**src/rtl/load_store_unit_if.sv**
```systemverilog
// Load/store unit bus: pipeline request/response plus data-memory port.
// slave = the unit; master = pipeline + memory side.
interface load_store_unit_if #(
    parameter int ADDR_WIDTH = 10
);
    logic                  req_valid;
    logic                  req_ready;
    logic                  req_write;
    logic [1:0]            req_size;
    logic                  req_signed;
    logic [ADDR_WIDTH+1:0] req_addr;
    logic [31:0]           req_wdata;
    logic                  rsp_valid;
    logic [31:0]           rsp_rdata;
    logic                  rsp_err;
    logic [ADDR_WIDTH-1:0] mem_address;
    logic [31:0]           mem_dataIn;
    logic                  mem_we;
    logic [31:0]           mem_dataOut;

    modport slave (
        input  req_valid, req_write, req_size, req_signed,
        input  req_addr, req_wdata, mem_dataOut,
        output req_ready, rsp_valid, rsp_rdata, rsp_err,
        output mem_address, mem_dataIn, mem_we
    );

    modport master (
        output req_valid, req_write, req_size, req_signed,
        output req_addr, req_wdata, mem_dataOut,
        input  req_ready, rsp_valid, rsp_rdata, rsp_err,
        input  mem_address, mem_dataIn, mem_we
    );
endinterface

```
**src/rtl/load_store_unit.sv**
```systemverilog
// Load/store unit: byte/half/word loads (sign/zero ext), RMW sub-word stores.
// Ports: clk, rst_n (async low), bus (slave) = request/response + memory port.
module load_store_unit #(
    parameter int ADDR_WIDTH = 10
) (
    input  logic clk,
    input  logic rst_n,
    load_store_unit_if.slave bus
);
    typedef enum logic [1:0] {IDLE, LOAD_DATA, RMW_MERGE} state_t;

    state_t                r_state;
    state_t                w_next;
    logic [ADDR_WIDTH-1:0] r_waddr;
    logic [1:0]            r_lane;
    logic [1:0]            r_size;
    logic                  r_signed;
    logic [15:0]           r_wdata;
    logic                  r_rsp_valid;
    logic                  r_rsp_err;
    logic [31:0]           r_rsp_rdata;

    logic                  w_accept;
    logic                  w_misal;
    logic                  w_wstore;
    logic                  w_we;
    logic [31:0]           w_din;
    logic [ADDR_WIDTH-1:0] w_addr;
    logic [4:0]            w_sh;
    logic [7:0]            w_byte;
    logic [15:0]           w_half;
    logic [31:0]           w_ext;
    logic [31:0]           w_merge;

    assign w_misal = (bus.req_size == 2'd3)
                   | ((bus.req_size == 2'd1) & bus.req_addr[0])
                   | ((bus.req_size == 2'd2) & (|bus.req_addr[1:0]));
    assign w_accept = bus.req_valid & (r_state == IDLE);
    assign w_wstore = w_accept & bus.req_write & ~w_misal
                    & (bus.req_size == 2'd2);

    // Lane extraction and merge both work on the latched lane.
    assign w_sh   = {r_lane, 3'b000};
    assign w_byte = bus.mem_dataOut[w_sh +: 8];
    assign w_half = r_lane[1] ? bus.mem_dataOut[31:16]
                              : bus.mem_dataOut[15:0];

    always_comb begin
        w_ext = bus.mem_dataOut;
        if (r_size == 2'd0)
            w_ext = {{24{r_signed & w_byte[7]}}, w_byte};
        else if (r_size == 2'd1)
            w_ext = {{16{r_signed & w_half[15]}}, w_half};
    end

    always_comb begin
        w_merge = bus.mem_dataOut;
        if (r_size == 2'd0)
            w_merge[w_sh +: 8] = r_wdata[7:0];
        else if (r_lane[1])
            w_merge[31:16] = r_wdata;
        else
            w_merge[15:0] = r_wdata;
    end

    always_comb begin
        w_next = r_state;
        w_we   = 1'b1;
        w_din  = 32'd0;
        w_addr = r_waddr;
        unique case (r_state)
            IDLE: begin
                w_addr = bus.req_addr[ADDR_WIDTH+1:2];
                if (w_wstore) begin
                    w_we  = 1'b0;
                    w_din = bus.req_wdata;
                end
                if (w_accept && !w_misal && !w_wstore)
                    w_next = bus.req_write ? RMW_MERGE : LOAD_DATA;
            end
            LOAD_DATA: w_next = IDLE;
            RMW_MERGE: begin
                w_we   = 1'b0;
                w_din  = w_merge;
                w_next = IDLE;
            end
            default: w_next = IDLE;
        endcase
    end

    always_ff @(posedge clk or negedge rst_n) begin
        if (!rst_n) begin
            r_state     <= IDLE;
            r_waddr     <= '0;
            r_lane      <= 2'd0;
            r_size      <= 2'd0;
            r_signed    <= 1'b0;
            r_wdata     <= 16'd0;
            r_rsp_valid <= 1'b0;
            r_rsp_err   <= 1'b0;
            r_rsp_rdata <= 32'd0;
        end else begin
            r_state     <= w_next;
            r_rsp_valid <= 1'b0;
            if (w_accept) begin
                r_waddr  <= bus.req_addr[ADDR_WIDTH+1:2];
                r_lane   <= bus.req_addr[1:0];
                r_size   <= bus.req_size;
                r_signed <= bus.req_signed;
                r_wdata  <= bus.req_wdata[15:0];
            end
            unique case (r_state)
                IDLE: begin
                    if (w_accept && (w_misal || w_wstore)) begin
                        r_rsp_valid <= 1'b1;
                        r_rsp_err   <= w_misal;
                        r_rsp_rdata <= 32'd0;
                    end
                end
                LOAD_DATA: begin
                    r_rsp_valid <= 1'b1;
                    r_rsp_err   <= 1'b0;
                    r_rsp_rdata <= w_ext;
                end
                RMW_MERGE: begin
                    r_rsp_valid <= 1'b1;
                    r_rsp_err   <= 1'b0;
                    r_rsp_rdata <= 32'd0;
                end
                default: r_rsp_valid <= 1'b0;
            endcase
        end
    end

    assign bus.req_ready   = (r_state == IDLE);
    assign bus.rsp_valid   = r_rsp_valid;
    assign bus.rsp_err     = r_rsp_err;
    assign bus.rsp_rdata   = r_rsp_rdata;
    assign bus.mem_address = w_addr;
    assign bus.mem_dataIn  = w_din;
    // Reset forces the write enable off at once, independent of the clock.
    assign bus.mem_we      = w_we | ~rst_n;
endmodule

```
**src/flat_wrapper.sv**
```systemverilog
// flat-port wrapper written by rule: the top's interface ports become plain ports
module load_store_unit_flat 
#(
    parameter int ADDR_WIDTH = 10
)
  (clk, rst_n, bus_req_valid, bus_req_write, bus_req_size, bus_req_signed, bus_req_addr, bus_req_wdata, bus_mem_dataOut, bus_req_ready, bus_rsp_valid, bus_rsp_rdata, bus_rsp_err, bus_mem_address, bus_mem_dataIn, bus_mem_we);
  load_store_unit_if #(.ADDR_WIDTH(ADDR_WIDTH)) bus_i ();
  input  logic clk;
  input  logic rst_n;
  input wire logic [$bits(bus_i.req_valid)-1:0] bus_req_valid;
  input wire logic [$bits(bus_i.req_write)-1:0] bus_req_write;
  input wire logic [$bits(bus_i.req_size)-1:0] bus_req_size;
  input wire logic [$bits(bus_i.req_signed)-1:0] bus_req_signed;
  input wire logic [$bits(bus_i.req_addr)-1:0] bus_req_addr;
  input wire logic [$bits(bus_i.req_wdata)-1:0] bus_req_wdata;
  input wire logic [$bits(bus_i.mem_dataOut)-1:0] bus_mem_dataOut;
  output wire logic [$bits(bus_i.req_ready)-1:0] bus_req_ready;
  output wire logic [$bits(bus_i.rsp_valid)-1:0] bus_rsp_valid;
  output wire logic [$bits(bus_i.rsp_rdata)-1:0] bus_rsp_rdata;
  output wire logic [$bits(bus_i.rsp_err)-1:0] bus_rsp_err;
  output wire logic [$bits(bus_i.mem_address)-1:0] bus_mem_address;
  output wire logic [$bits(bus_i.mem_dataIn)-1:0] bus_mem_dataIn;
  output wire logic [$bits(bus_i.mem_we)-1:0] bus_mem_we;
  assign bus_i.req_valid = bus_req_valid;
  assign bus_i.req_write = bus_req_write;
  assign bus_i.req_size = bus_req_size;
  assign bus_i.req_signed = bus_req_signed;
  assign bus_i.req_addr = bus_req_addr;
  assign bus_i.req_wdata = bus_req_wdata;
  assign bus_i.mem_dataOut = bus_mem_dataOut;
  assign bus_req_ready = bus_i.req_ready;
  assign bus_rsp_valid = bus_i.rsp_valid;
  assign bus_rsp_rdata = bus_i.rsp_rdata;
  assign bus_rsp_err = bus_i.rsp_err;
  assign bus_mem_address = bus_i.mem_address;
  assign bus_mem_dataIn = bus_i.mem_dataIn;
  assign bus_mem_we = bus_i.mem_we;
  load_store_unit #(.ADDR_WIDTH(ADDR_WIDTH)) u_core (.clk(clk), .rst_n(rst_n), .bus(bus_i));
endmodule
```
**config.mk**
```make
export PLATFORM = sky130hd
export DESIGN_NAME = load_store_unit_flat
export DESIGN_NICKNAME = d
export VERILOG_FILES = /design/src/rtl/load_store_unit_if.sv /design/src/rtl/load_store_unit.sv /design/src/flat_wrapper.sv
export SDC_FILE = /design/constraint.sdc
export NUM_CORES = 1
export LEC_CHECK = 0
export BUFFER_PORTS_ARGS = -buffer_cell sky130_fd_sc_hd__buf_2
export CAP_MARGIN = 10
export CORE_MARGIN = 5
export CORE_UTILIZATION = 56
export CTS_BUF_LIST = sky130_fd_sc_hd__clkbuf_8
export DETAILED_ROUTE_END_ITERATION = 10
export GPL_TIMING_DRIVEN = 0
export HOLD_SLACK_MARGIN = 0.15
export PLACE_DENSITY = 0.87
export SLEW_MARGIN = 20
export SYNTH_ARGS = -nofsm -noshare
export SYNTH_HDL_FRONTEND = slang
export SYNTH_SLANG_ARGS = --single-unit
```
**constraint.sdc**
```tcl
create_clock -name clk -period 3.1 [get_ports clk]
set_input_delay 0.155 -clock clk [delete_from_list [all_inputs] [get_ports clk]]
set_output_delay 0.155 -clock clk [all_outputs]
set_load 0.01 [all_outputs]
```
==> qor.csv <==
stage;metric;value;unit
timing;Worst Skew;9.06;ps
clock_tree;CTS Buf Count;9;
clock_tree;clk buf depth;2;
routing;Routed WL;17600;um
setup_path;CP max FO;10;
setup_path;CP max stage cell;dfrtp_1;
setup_path;CP endpoint kind;primary output;
synth;synth top area cells;dfrtp_1 37%, mux2_2 9.4%, a22o_1 9.1%;
place;pre-CTS setup slack;388;ps
global_route;first-pass GRT wire length;27900;um
clock_tree;clock-pin slew on the worst setup and hold paths;80;ps
setup_path;CP cell instances;buf_4 > inv_1 > ha_1 > nor4bb_1 > clkbuf_2 > a221oi_1 > a21oi_1 > a22o_1 > buf_2;
setup_path;kind of critical path;reg2out;
timing;Fin. Hold Viols;0;
clock_tree;Post-CTS Setup Inserts;0;
routing;detailed-route wire length per cell;22.9;um
timing;fin crit period;2980;ps
setup_path;Worst path top cell family by delay;buffers and inverters;
job;Max Cap Viol;0;
floorplanning;Initial Util;58.1;%
synth;post-synthesis cell area;4540;sq um
floorplanning;core footprint;7810;sq um
hold_path;Worst Hold Depth;3;
clock_tree;Skew-Pair Late Insertion Delay;360;ps
floorplanning;chip width;100;um
timing;RSZ-0062 raised after global routing;no;
synth;EDFF count, synth;0;
clock_tree;root buffer cell;clkbuf_8;
global_route;gr ovfl total;0;
cells_and_area;# diodes;0;
synth;ys flop type;dfrtp_1;
routing;initial DRC count;547;
routing;ANT nets after route;0;
place;Placed Area;5490;sq um
floorplanning;Die H;100;um
setup_path;CP Launch Type;flop;
synth;Yosys reg bits;67;
power;pwr dens;936;nW/um^2
power;total chip power;5.72;mW
setup_path;WP depth;9;
synth;Synth Warn #;0;
floorplanning;full die area;10000;sq um
setup_path;WP data required;2940;ps
timing;Slew @ Worst Pin;777;ps
synth;Net Count, Synth;539;
place;Inst Count DP;710;
power;VDD IR max;0.000515;V
synth;Avg Inst Size Synth;10.1;sq um
timing;slew margin rel.;46.7;%
cells_and_area;nets@finish;753;
timing;Tcrit/Tclk final;96.1;%
setup_path;R2R cell count;9;
run_status;status;complete, no violations;
timing;final setup TNS;0;ps
global_route;largest net degree at the start of global routing;41;
timing;setup violators final;0;
timing;Final Max Tran Viols;0;
floorplanning;num rows;32;
synth;sequential-to-total area share from yosys stat;37.0;%
synth;Yosys top cell area share;37.0;%
timing;Final WS setup;120;ps
place;post-detail-place hpwl;12500;um
power;leakage power;2.90;nW
setup_path;worst path bufs/invs;4;
cells_and_area;Syn-to-layout area delta;34.9;%
setup_path;max incr delay on CP;450;ps
cells_and_area;post-route design area;6120;sq um
floorplanning;Ports;161;
global_route;Total GRT Usage;35.7;%
timing;Max Fclk;336;MHz
routing;DR vias;5085;
synth;synth unique cells;44;
routing;vias per std cell;6.62;
synth;top cell type by total area after synthesis;dfrtp_1;
hold_path;min-delay worst type;in2reg;
clock_tree;Sink Count;67;
global_route;vias in the first global route;5208;
setup_path;CP arrival;2830;ps
cells_and_area;share of cells above drive strength 1;37.2;%
routing;DRC;0;
synth;post-synthesis async set-or-reset flop share;100;%
clock_tree;CTS HTree Levels;3;
place;Final GP Congestion;1.02;
global_route;initial antenna violation count;0;
place;Port Buffers;160;
synth;Synth Instances;447;
clock_tree;CTS tree;built;
cells_and_area;Finished Layout Cells;768;
routing;Initial DRT Pass Iterations;5;
Yosys cell counts, types with 2 or more instances:
master,instances
mux4_2,7
buf_1,4
nor4bb_1,2
a31oi_1,2
inv_1,15
o2bb2ai_1,9
o21a_1,2
dfrtp_1,67
buf_6,4
clkbuf_1,23
a21oi_1,19
a22o_1,47
mux2i_1,19
o22ai_1,17
nand2_1,9
nor2_1,26
ha_1,9
mux2_4,5
nor3_1,3
o31ai_1,25
mux2_2,38
a32o_1,2
a221oi_1,15
buf_2,11
a211oi_1,7
o21ai_0,42
power breakdown:
part	switching (mW)	internal, mW	total [mW]	leakage [nW]
clock	0.384	0.375	0.760	0.0958
combinational	1.96	1.48	3.44	1.95
sequential	0.291	1.24	1.53	0.855
total	2.63	3.09	5.72	2.90
cells in the final DEF, fill, tap and decap left out, types with 3 or more instances in the layout:
cell	instances
a211oi_1	7
a21oi_1	19
a221oi_1	15
a22o_1	47
buf_1	3
buf_2	169
buf_4	3
buf_6	4
clkbuf_1	22
clkbuf_8	9
dfrtp_1	67
dlygate4sd3_1	43
ha_1	9
inv_1	15
mux2_2	38
mux2_4	5
mux2i_1	19
mux4_2	7
nand2_1	9
nor2_1	26
nor3_1	3
o21ai_0	42
o22ai_1	17
o2bb2ai_1	9
o31ai_1	25
logic make-up (layout without fill, tap and decap cells):
kind of cell	after synthesis	after routing	share of synthesized area [%]
multiplexers	69	69	18.8
buffers and inverters	59	278	5.93
flip-flops	67	67	37.0
AO/OA/AOI/OAI	195	195	31.0
adder cells (fa/ha/maj)	9	9	2.48
AND/OR/NAND/NOR	48	48	4.91
stage by stage:
step | util [%] | hold WS (ps)
2_1_floorplan | - | -141
3_3_place_gp | 70.0 | 377
3_5_place_dp | 70.3 | 95.7
4_1_cts | 78.4 | 151
5_1_grt | 78.3 | 162
6_report | 78.3 | 159
registers in the layout (all words and copies together) (netlist names), 2 cells and up:
register and cells:
u_core.r_state 2, u_core.r_waddr 10, u_core.bus.rsp_rdata 32, u_core.r_wdata 16, u_core.r_lane 2, u_core.r_size 2
worst register-to-register path, stage by stage, from the launching register on:
cell and delay (ps):
dfrtp_1 410, inv_1 120, ha_1 200, clkbuf_1 280, and2_0 250, and4_1 210
buf_2 250, buf_2 330, a21oi_1 90, o32ai_1 180
area by class of cell:
type                            instances  area, sq um
Clock inverter                          7         76.3
Tap cell                              102          128
Buffer                                 42          209
Sequential cell                        67         1680
Fill cell                             539         1690
Inverter                               16         60.1
Clock buffer                            9          124
Multi-Input combinational cell        321         2590
Timing Repair Buffer                  204         1250
layer usage:
layer,global-route usage [%],up-vias,part of all wire (%)
li1,-,2182,-
met1,44.8,2414,37
met2,56.3,407,46
met3,11.9,82,13
met4,16.0,0,4.6
met5,0,-,0
final timing paths:
kind                                                      start                                   end  slack [ps]
setup / recovery                   u_core.r_lane[0]$_DFFE_PN0N_                    bus_mem_dataIn[25]         120
hold / removal                              bus_mem_dataOut[17]  u_core.bus.rsp_rdata[17]$_DFFE_PN0P_         160
setup reg to reg                  u_core.r_state[0]$_DFFE_PN0P_         u_core.r_state[0]$_DFFE_PN0P_         690
hold reg to reg            u_core.bus.rsp_rdata[31]$_DFFE_PN0P_  u_core.bus.rsp_rdata[31]$_DFFE_PN0P_         510
max in group asynchronous                                 rst_n         u_core.r_wdata[4]$_DFFE_PN0N_        2290
min in group asynchronous                                 rst_n  u_core.bus.rsp_rdata[21]$_DFFE_PN0P_         260
repair_timing:
item,4_1_cts,5_1_grt
endpoints found under the hold margin,109,0
hold buffers,43,0
endpoints found under the setup margin,1,14
pin swaps,0,0
gates resized for setup,1,2
Note: power is estimated with default switching activity, not from simulation.
